[src/rtl/video_timing_gen.sv]
// -----------------------------------------------------------------------------
// video_timing_gen
//
// Raster timing generator. Horizontal and vertical counters scan the full
// frame (visible area plus porches and sync) and drive x/y directly. The sync,
// active and start-pulse outputs are decoded from the *next* counter values
// and registered together with the counters, so every output describes the
// x/y present in the same cycle.
//
// Geometry: H_TOTAL = H_ACTIVE+H_FP+H_SYNC+H_BP and
//           V_TOTAL = V_ACTIVE+V_FP+V_SYNC+V_BP, both limited to 1024 so the
//           10-bit position outputs can hold every position.
//
// Ports
//   clk          single clock, rising edge
//   reset        synchronous, active-high; parks the scan at the last position
//   pix_en       pixel-advance enable; all state holds while low
//   x, y         current horizontal / vertical position
//   hsync, vsync sync outputs, asserted level set by SYNC_POL
//   active       (x,y) is inside the visible area
//   line_start   one-cycle pulse when x becomes 0
//   frame_start  one-cycle pulse when (x,y) becomes (0,0)
//   frame_count  frames started since reset, wraps at 16 bits
// -----------------------------------------------------------------------------
module video_timing_gen #(
  parameter int H_ACTIVE = 640,
  parameter int H_FP     = 16,
  parameter int H_SYNC   = 96,
  parameter int H_BP     = 48,
  parameter int V_ACTIVE = 480,
  parameter int V_FP     = 10,
  parameter int V_SYNC   = 2,
  parameter int V_BP     = 33,
  parameter int SYNC_POL = 0
) (
  input  logic        clk,
  input  logic        reset,
  input  logic        pix_en,
  output logic [9:0]  x,
  output logic [9:0]  y,
  output logic        hsync,
  output logic        vsync,
  output logic        active,
  output logic        line_start,
  output logic        frame_start,
  output logic [15:0] frame_count
);

  localparam int H_TOTAL = H_ACTIVE + H_FP + H_SYNC + H_BP;
  localparam int V_TOTAL = V_ACTIVE + V_FP + V_SYNC + V_BP;

  localparam int HS_START = H_ACTIVE + H_FP;
  localparam int HS_END   = H_ACTIVE + H_FP + H_SYNC;
  localparam int VS_START = V_ACTIVE + V_FP;
  localparam int VS_END   = V_ACTIVE + V_FP + V_SYNC;

  localparam logic [9:0] H_LAST = 10'(H_TOTAL - 1);
  localparam logic [9:0] V_LAST = 10'(V_TOTAL - 1);

  localparam logic SYNC_ON  = (SYNC_POL != 0);
  localparam logic SYNC_OFF = !SYNC_ON;

  if (H_TOTAL > 1024 || V_TOTAL > 1024) begin : g_bad_geometry
    $error("video_timing_gen: H_TOTAL and V_TOTAL must not exceed 1024");
  end

  // Half-open range test lo <= v < hi on a counter value.
  function automatic logic in_range(input logic [9:0] v, input int lo, input int hi);
    return (int'(v) >= lo) && (int'(v) < hi);
  endfunction

  function automatic logic sync_level(input logic asserted);
    return asserted ? SYNC_ON : SYNC_OFF;
  endfunction

  logic [9:0] x_next;
  logic [9:0] y_next;
  logic       h_wrap;
  logic       sof_next;

  always_comb begin
    h_wrap   = (x == H_LAST);
    x_next   = h_wrap ? 10'd0 : x + 10'd1;
    y_next   = y;
    if (h_wrap) begin
      y_next = (y == V_LAST) ? 10'd0 : y + 10'd1;
    end
    sof_next = (x_next == 10'd0) && (y_next == 10'd0);
  end

  // Registered stage: counters and every decoded output advance together,
  // decoded from the next counter values so there is no skew against x/y.
  // vsync depends on y only, so it can only change when the line wraps.
  always_ff @(posedge clk) begin
    if (reset) begin
      x           <= H_LAST;
      y           <= V_LAST;
      active      <= 1'b0;
      hsync       <= SYNC_OFF;
      vsync       <= SYNC_OFF;
      line_start  <= 1'b0;
      frame_start <= 1'b0;
      frame_count <= 16'd0;
    end else begin
      // Pulses are one clock wide even when pix_en drops afterwards.
      line_start  <= 1'b0;
      frame_start <= 1'b0;
      if (pix_en) begin
        x           <= x_next;
        y           <= y_next;
        active      <= in_range(x_next, 0, H_ACTIVE) && in_range(y_next, 0, V_ACTIVE);
        hsync       <= sync_level(in_range(x_next, HS_START, HS_END));
        vsync       <= sync_level(in_range(y_next, VS_START, VS_END));
        line_start  <= (x_next == 10'd0);
        frame_start <= sof_next;
        if (sof_next) begin
          frame_count <= frame_count + 16'd1;
        end
      end
    end
  end

endmodule

[config.mk]
export PLATFORM = sky130hd
export DESIGN_NAME = video_timing_gen
export DESIGN_NICKNAME = d
export VERILOG_FILES = /design/src/rtl/video_timing_gen.sv
export SDC_FILE = /design/constraint.sdc
export NUM_CORES = 1
export LEC_CHECK = 0
export CAP_MARGIN = 20
export CORE_ASPECT_RATIO = 1.2
export CORE_MARGIN = 2
export CORE_UTILIZATION = 35
export CTS_BUF_LIST = sky130_fd_sc_hd__clkbuf_8 sky130_fd_sc_hd__clkbuf_16
export DETAILED_ROUTE_END_ITERATION = 10
export MAX_ROUTING_LAYER = met4
export SLEW_MARGIN = 20
export SYNTH_ARGS = -nofsm -noshare
export SYNTH_HDL_FRONTEND = slang
export SYNTH_SLANG_ARGS = --single-unit
[constraint.sdc]
create_clock -name clk -period 3.4 [get_ports clk]
set_input_delay 1.02 -clock clk [delete_from_list [all_inputs] [get_ports clk]]
set_output_delay 1.02 -clock clk [all_outputs]
set_load 0.05 [all_outputs]
==> summary.md <==
| Metric | Value |
|---|---|
| DR vias | `2783` |
| Reg2reg start | `x[1]$_SDFFE_PP1P_` |
| Synth Instances | `345` |
| Core area | `8018 sq um` |
| Hold Startpoint | `active$_SDFFE_PP0P_` |
| Post-Route WL | `7.749 mm` |
| Worst Hold Depth | `2` |
| Total of max-cap violations | `0` |
| Hold buffers post-CTS | `0` |
| Register area share after synthesis | `around 29%` |
| H-tree depth | `2` |
| Slowest cell on crit path | `o22ai_2` |
| Top cell type's share of synthesized area | `28.89%` |
| Final Cycle Share | `between 90% and 100%` |
| Root cell of the clock tree | `clkbuf_8` |
| Post-synth top area cell | `dfxtp_1` |
| Slew @ Worst Pin | `~0.79 ns` |
| PortBufs | `43` |
| Outcome | `finished, final reports clean` |
| Largest net degree at the start of global routing | `22` |
| Cts repair resizes | `0` |
| Die area | `8858 sq um` |
| Non-Filler Instances | `482` |
| Postcts setup bufs | `0` |
| Inserted Diodes | `0` |
| Worst reg-to-reg path cell count | `8` |
| All-layer global routing usage | `between 10% and 20%` |
| Final Core Density | `43.73%` |
| Vias in the first global route | `2595` |
| Layout area overhead | `23.38%` |
| Clock-pin slew on the worst setup and hold paths | `0.09 ns` |
| Dominant cells by area after synthesis | `dfxtp_1 29%, nor4_4 6.0%, mux2_1 5.5%` |
| Most common cell in the netlist | `dfxtp_1` |
| Buf/Inv on CP | `1` |
| Max Freq | `about 320 MHz` |
| Post-synth top cells | `41 x dfxtp_1, 34 x nor2_1, 28 x nand2_1, 17 x nand3_1, 16 x o21ai_0` |
| Mapped Area | `about 2800 sq um` |
| Slowest cell delay on critical path | `0.57 ns` |
| Kind of critical path | `flip-flop to flip-flop` |
| Area of placed instances | `between 3000 and 4000 sq um` |
| DRC Markers | `0` |
| Share of cells above drive strength 1 | `11.63%` |
| Initial antenna violation count | `0` |
| I/O pin total | `44` |
| M1 GR Usage | `around a quarter` |
| Sink Count | `41` |
| CTS tree | `built` |
| Fin crit period | `between 3 and 4 ns` |
| Clk_skew | `about 0.0047 ns` |
| Overflow after GRT | `0` |
| Post-Place Cells | `474` |
| Fraction of registers with async set or reset after synthesis | `0%` |
| Synthesized flop and latch total | `between 40 and 50` |
| Final hold violation count | `0` |
| Routing usage on met2 | `29.10%` |
| Max-slew violations | `0` |
| DRT Pass-1 Iters | `4` |
| HPWL after DPL | `5.548 mm` |
| Yosys warns | `0` |
| WL per Instance | `16.08 um` |
| Routed vias/inst | `5.774` |
| Net Count, Synth | `352` |
| R2r setup slk | `0.25 ns` |
| Antenna Nets Post-Route | `0` |
| Max-slew headroom | `47.40%` |
| Row cnt | `36` |
| Clock Latency Late Sink | `around 0.3 ns` |
| Crit start category | `flip-flop` |
| Crit end category | `flip-flop` |
| Starting Density | `35.44%` |
| PwrDens | `between 400 and 500 nW/um^2` |
| Chip Width | `86.25 um` |
| Setup violators final | `0` |
| GPL Wtd Cong | `just under 0.9` |
| Hold endpoint | `active$_SDFFE_PP0P_` |
| First-pass GRT wire length | `12.63 mm` |
| Worst-path fanout max | `10` |
| Height of the chip | `102.7 um` |
| Worst EP arrival | `3.34 ns` |
| Setup_tns | `0 ns` |
| Top Usage Layer GRT | `met2` |
| Max VDD drop | `206.3 uV` |
| Hold Crit Class | `flip-flop to flip-flop` |
| Grt met3 use | `2.802%` |
| P_leak | `0.001287 uW` |
| Clock buffer depth | `2` |
| Prevailing post-synth register cell | `dfxtp_1` |
| Initial drt markers | `~230` |
| TritonCTS Buffers | `5` |
| Reg2reg end | `frame_count[15]$_SDFFE_PP0P_` |
| Top delay family on crit path | `simple AND/OR/NAND/NOR gates` |
| RSZ-0062 raised after global routing | `false` |
| Design Area, Final | `3506 sq um` |
| Total Power | `between 1500 and 2000 uW` |
| Required time of the critical path | `about 3.6 ns` |
| EDFF count, synth | `0` |
| Syn_area_per_cell | `approximately 8 sq um` |
| Worst path cell trace | `ha_1 -> nand4_1 -> nor3_4 -> a211oi_1 -> o22ai_2 -> buf_4 -> nor4_1 -> mux2_1` |
| Yosys cell types | `61` |
| Total Nets Final | `between 300 and 400` |
cell usage in the layout, fill, tap and decap left out, types with 4 or more instances in the layout:
cell             synthesis  layout
mux2_1                  14      14
nor4_4                   8       8
clkdlybuf4s50_1          0      43
nor2_1                  34      33
nand3_1                 17      17
nor4_1                  11      11
a21oi_1                 14      14
o21ai_0                 16      16
clkbuf_8                 0       5
dfxtp_1                 41      41
nor2b_1                 14      14
nand2_1                 28      28
nor3_1                   9       9
a31oi_1                  5       5
or3_1                    7       7
buf_4                    2      14
and3_1                   6       6
inv_1                   11      11
nand4_1                 13      13
ha_1                     4       4
or4_1                    9       9
xnor2_1                  7       7
power breakdown:
part           switching (uW)  internal [uW]  total (uW)
Sequential               34.7            502         537
Combinational             435            206         642
Clock                     191            220         411
Total                     661            929        1590
sequential cells by signal (all words and copies together), names as in the netlist:
signal,count
x,10
active,1
vsync,1
hsync,1
frame_count,16
line_start,1
y,10
frame_start,1
layer usage:
metal  routed length (um)  vias to the layer above
met1                 3614                     1305
met3                  354                       14
met2                 3608                       87
met4                  172                        0
li1                     -                     1377
met5                    0                        -
worst max path at each step:
stage	cells after the start	endpoint	start	slack, ns
finish	8	frame_count[15]$_SDFFE_PP0P_	x[1]$_SDFFE_PP1P_	0.25
global route	7	frame_count[15]$_SDFFE_PP0P_	x[6]$_SDFFE_PP0P_	0.07
CTS	7	frame_count[15]$_SDFFE_PP0P_	x[6]$_SDFFE_PP0P_	0.28
detailed placement	7	frame_count[15]$_SDFFE_PP0P_	pix_en	0.07
global placement	7	frame_count[15]$_SDFFE_PP0P_	pix_en	0.06
floorplan	8	frame_count[7]$_SDFFE_PP0P_	x[0]$_SDFFE_PP1P_	0.28
worst min-delay path, delay by kind of cell (launching register included):
family,cells,cell delay (ns)
flops,1,0.32
simple gates,1,0.06
compound gates,1,0.05
logic make-up after synthesis:
kind of cell | count (synthesis) | synth area share [%]
xor+xnor | 10 | 3.083
flops | 41 | 28.89
mux | 18 | 7.001
fa+ha+maj | 4 | 1.761
compound gates | 63 | 15.59
simple gates | 174 | 38.04
buf+inv | 35 | 5.636
layout make-up:
type / instances / area (sq um)
fill: 808 / 4512
multi-input combinational: 269 / 1863
sequential: 41 / 820.8
timing repair buffer: 58 / 546.8
tap: 95 / 118.9
clock buffer: 5 / 68.82
clock inverter: 3 / 46.29
inverter: 11 / 41.29
per-stage QoR:
stage / hold WS [ns] / worst slack (ns)
2_1_floorplan: 0.6909 / 0.2766
3_3_place_gp: 0.4600 / 0.06077
3_5_place_dp: 0.4645 / 0.06770
4_1_cts: 0.4792 / 0.2823
5_1_grt: 0.5036 / 0.07152
6_report: 0.4748 / 0.2515
Power figures use the tool's default switching activity.
